$ cat src/rtl/alu64.sv
`default_nettype none
// ============================================================================
// Module   : alu64
// Purpose  : LEGv8 datapath ALU. The result and zero outputs are combinational.
//            NZCV is held in a register and loaded when set_flags is high.
// Revision : 1.0  initial release
// ============================================================================
module alu64 #(
    parameter int N = 64
) (
    input  logic         clk,
    input  logic         reset,
    input  logic [N-1:0] a,
    input  logic [N-1:0] b,
    input  logic [3:0]   ALUcontrol,
    input  logic         set_flags,
    output logic [N-1:0] y,
    output logic         zero,
    output logic [3:0]   flags
);

    localparam logic [3:0] c_OP_AND  = 4'b0000;
    localparam logic [3:0] c_OP_OR   = 4'b0001;
    localparam logic [3:0] c_OP_ADD  = 4'b0010;
    localparam logic [3:0] c_OP_SUB  = 4'b0110;
    localparam logic [3:0] c_OP_PASS = 4'b0111;
    localparam logic [3:0] c_OP_NOR  = 4'b1100;

    logic         w_is_sub;
    logic [N-1:0] w_b_addend;
    logic [N:0]   w_sum;
    logic         w_carry;
    logic         w_ovf;
    logic [3:0]   w_next_flags;
    logic [3:0]   r_flags;

    // One shared adder: subtraction is a + ~b + 1, so carry-out = "no borrow".
    assign w_is_sub   = (ALUcontrol == c_OP_SUB);
    assign w_b_addend = w_is_sub ? ~b : b;
    assign w_sum      = {1'b0, a} + {1'b0, w_b_addend} + {{N{1'b0}}, w_is_sub};

    always_comb begin
        y = '0;
        case (ALUcontrol)
            c_OP_AND:  y = a & b;
            c_OP_OR:   y = a | b;
            c_OP_ADD:  y = w_sum[N-1:0];
            c_OP_SUB:  y = w_sum[N-1:0];
            c_OP_PASS: y = b;
            c_OP_NOR:  y = ~(a | b);
            default:   y = '0;
        endcase
    end

    assign zero = (y == '0);

    always_comb begin
        w_carry = 1'b0;
        w_ovf   = 1'b0;
        if (ALUcontrol == c_OP_ADD) begin
            w_carry = w_sum[N];
            w_ovf   = (a[N-1] == b[N-1]) && (y[N-1] != a[N-1]);
        end else if (w_is_sub) begin
            w_carry = w_sum[N];
            w_ovf   = (a[N-1] != b[N-1]) && (y[N-1] != a[N-1]);
        end
    end

    assign w_next_flags = {y[N-1], zero, w_carry, w_ovf};

    always_ff @(posedge clk or negedge reset) begin
        if (!reset) begin
            r_flags <= 4'b0000;
        end else if (set_flags) begin
            r_flags <= w_next_flags;
        end
    end

    assign flags = r_flags;

endmodule
`default_nettype wire

$ cat config.mk
export PLATFORM = sky130hd
export DESIGN_NAME = alu64
export DESIGN_NICKNAME = d
export VERILOG_FILES = /design/src/rtl/alu64.sv
export SDC_FILE = /design/constraint.sdc
export NUM_CORES = 1
export LEC_CHECK = 0
export CORE_MARGIN = 2
export CORE_UTILIZATION = 35
export CTS_CLUSTER_DIAMETER = 60
export CTS_CLUSTER_SIZE = 20
export DETAILED_ROUTE_END_ITERATION = 10
export HOLD_SLACK_MARGIN = 0.08
export PLACE_DENSITY = 0.61
export SLEW_MARGIN = 20
export SYNTH_ARGS = -nofsm -noshare
export SYNTH_HDL_FRONTEND = slang
export SYNTH_SLANG_ARGS = --single-unit
$ cat constraint.sdc
create_clock -name clk -period 5.9 [get_ports clk]
set_input_delay 0.59 -clock clk [delete_from_list [all_inputs] [get_ports clk]]
set_output_delay 0.59 -clock clk [all_outputs]
set_load 0.03 [all_outputs]
==> impl_metrics.tcl <==
set metrics [dict create \
    status "completed" \
    synthDistinctLibCells 87 \
    synth-seq-cells 4 \
    ys_warn_count 0 \
    syn_avg_cell_area_um2 6.66 \
    hold_path_end "flags[2]" \
    htree_levels 1 \
    final_hold_viol_count 0 \
    cts_made_buffers 3 \
    postLayoutCoreUtil_pct 58.8 \
    synth.area.mux_share_pct 1.90 \
    clk-insertion-delay-late_ns 0.23 \
    cts_tree "built" \
    reg2reg_from "flags[0]" \
    layout.nets 1983 \
    worstPathArrival_ns 5.18 \
    tightest_slew_ns 0.955 \
    cts.clk_slew.worst_paths_ns 0.03 \
    portBuffers 203 \
    async_flop_share_pct 100 \
    cts.path.max_buffers 2 \
    fin_area_mm2 0.0142 \
    hold_depth 2 \
    start_util_pct 35.2 \
    die_area_mm2 0.0255 \
    core-area_mm2 0.0241 \
    hold_buffers 0 \
    synth_ff_type "dfrtp_1" \
    grt_pass1_vias 11400 \
    grt_max_degree 75 \
    fin_skew_ns 0 \
    maxSlewHeadroom_pct 36.4 \
    fp-row-count 57 \
    io_pins 204 \
    vias 12100 \
    post-route-period-util_pct 97.7 \
    synth_top_family_by_area "compound AO/OA/AOI/OAI gates" \
    die_h_um 160 \
    dpl_cell_area_mm2 0.0135 \
    area_growth_pct 66.7 \
    grt_pass1_wl_um 63900 \
    register_area_um2 100 \
    ant_nets 0 \
    overflow 0 \
    wire_per_inst_um 20.3 \
    worstSetupPathType "input port to primary output" \
    synth_edf_count 0 \
    antenna_found_initial 1 \
    die_w_um 160 \
    syn_inst 1276 \
    cp-end-kind "primary output" \
    ys_seq_area_share_pct 1.18 \
    synth_fp_nets 1490 \
    fill_cells 2335 \
    layout-drive-gt1-share_pct 27.9 \
    root_buffer "clkbuf_16" \
    syn_area_mm2 0.00850 \
    start_kind "input port" \
    synthXorXnorAreaFrac_pct 10.0 \
    ff2ff_path_depth 1 \
    cp_max_fo 12 \
    drv_cap 0 \
    largest_register_ffs 4 \
    r2r-end "flags[0]" \
    mostFrequentLayoutCells "buf_4, nor2_1, clkdlybuf4s50_1" \
    hpwl_um 34400 \
    multi_input_area_mm2 0.00827 \
    gp_congestion 0.940 \
    setup_violations 0 \
    drt-total-wl_um 42400 \
    leakage_uw 0.00619 \
    track_usage_pct 31.0 \
    cts_sinks 4 \
    avgViaCountPerCell 5.78 \
    ir_drop_mv 0.145 \
    final_common_cell "buf_4" \
    synth-compound-area-share_pct 37.2 \
    p_per_area_mw_per_mm2 132 \
    firstDrtPassIters 9 \
    synth-adder-area-share_pct 18.6 \
    synthSimpleGateAreaFrac_pct 26.0 \
    holdCritStartpoint "flags[2]" \
    fmax_ghz 0.173 \
    crit_required_ns 5.31 \
    drt-initial-drc-count 1029 \
    period_needed_ns 5.77 \
    min_path_type "register to register" \
    drc 0 \
    drv_slew 0 \
    r2r_setup_slack_ns 5.19 \
]
==> worst max-delay path, stage by stage <==
cell	delay (ns)
buf_4	0.12
nor4bb_4	0.29
buf_4	0.19
clkbuf_16	0.16
buf_16	0.16
xor2_1	0.25
ha_1	0.29
nand2_1	0.09
buf_4	0.13
o21ai_4	0.06
or3_4	0.40
or2_4	0.30
o2111ai_4	0.22
a211o_1	0.17
nand3_2	0.10
a211o_1	0.28
or4_4	0.51
or4b_4	0.60
nor2_4	0.10
buf_6	0.13
==> logic make-up after synthesis <==
group / after synthesis
AOI/OAI and AO/OA: 450
xor gates and xnor gates: 97
adders and majority gates: 137
buffers and inverters: 112
DFF: 4
muxes: 16
and+or+nand+nor: 460
==> worst max path at each step <==
stage | start | to | slack, ns | cells after the start
2_1_floorplan | ALUcontrol[3] | zero | 0.002 | 17
3_3_place_gp | ALUcontrol[3] | zero | -0.63 | 19
3_5_place_dp | ALUcontrol[1] | zero | -0.58 | 20
4_1_cts | ALUcontrol[1] | zero | -0.06 | 18
5_1_grt | ALUcontrol[3] | zero | -0.02 | 20
6_report | ALUcontrol[3] | zero | 0.13 | 20
==> layer usage <==
layer	vias up	track usage [%]	wire length, um
met1	5751	44.9	20100
met2	475	48.3	18200
met3	48	4.91	3260
met5	-	0	0
li1	5825	-	-
met4	0	6.72	847
==> synthesized netlist by cell type, types with 7 or more instances <==
master | n | area (um^2)
nand4_1 | 43 | 269
a211oi_1 | 9 | 67.6
mux2i_1 | 15 | 150
a221oi_1 | 8 | 70.1
and2_1 | 7 | 43.8
or3_1 | 7 | 43.8
a22o_1 | 69 | 604
and3_1 | 11 | 68.8
o21ai_0 | 86 | 430
a21oi_1 | 97 | 485
o211ai_1 | 10 | 75.1
ha_1 | 78 | 976
xnor2_1 | 17 | 149
clkbuf_1 | 62 | 233
nor4_1 | 14 | 87.6
o21a_1 | 14 | 105
nor3_1 | 22 | 110
o31ai_1 | 8 | 60.1
nand2_1 | 118 | 443
nand3_1 | 31 | 155
nand2b_1 | 7 | 43.8
buf_1 | 16 | 60.1
a22oi_1 | 39 | 293
buf_2 | 8 | 40.0
o21bai_1 | 9 | 67.6
xor2_1 | 80 | 701
inv_1 | 25 | 93.8
a21o_1 | 18 | 135
nor2_1 | 157 | 589
maj3_1 | 58 | 581
==> stage by stage <==
step                      setup WS, ns  hold WS (ns)  TNS, ns  instances  power (uW)
after detailed placement        -0.582         0.473   -0.732       2054        1660
after floorplan                0.00205         0.294        0       1276         795
after CTS                      -0.0604         0.479  -0.0604       2068        1800
after global placement          -0.633         0.472   -0.828       2054        1650
after global routing           -0.0209         0.532  -0.0209       2091        1980
final                            0.133         0.476        0       2092        1860
==> where the power goes <==
group          internal [uW]  total (uW)  switching (uW)
sequential              29.0        29.7           0.730
combinational            832        1730             895
clock                   86.8         108            21.3
total                    948        1860             917
==> what timing repair did <==
| item | 4_1_cts | 5_1_grt |
|---|---|---|
| pin swaps | 3 | 28 |
| buffers inserted | 11 | 21 |
| resized for setup | 20 | 37 |
| endpoints found under the setup margin | 1 | 2 |
| cloned | 0 | 3 |
==> layout make-up <==
type                            instances  share of cell area (%)
Multi-Input combinational cell       1160                    58.4
Sequential cell                         4                   0.707
Antenna cell                            1                  0.0177
Inverter                               25                   0.662
Tap cell                              324                    2.86
Timing Repair Buffer                  575                    36.9
Clock buffer                            3                   0.530
No activity file was read; power rests on OpenSTA's default activity.
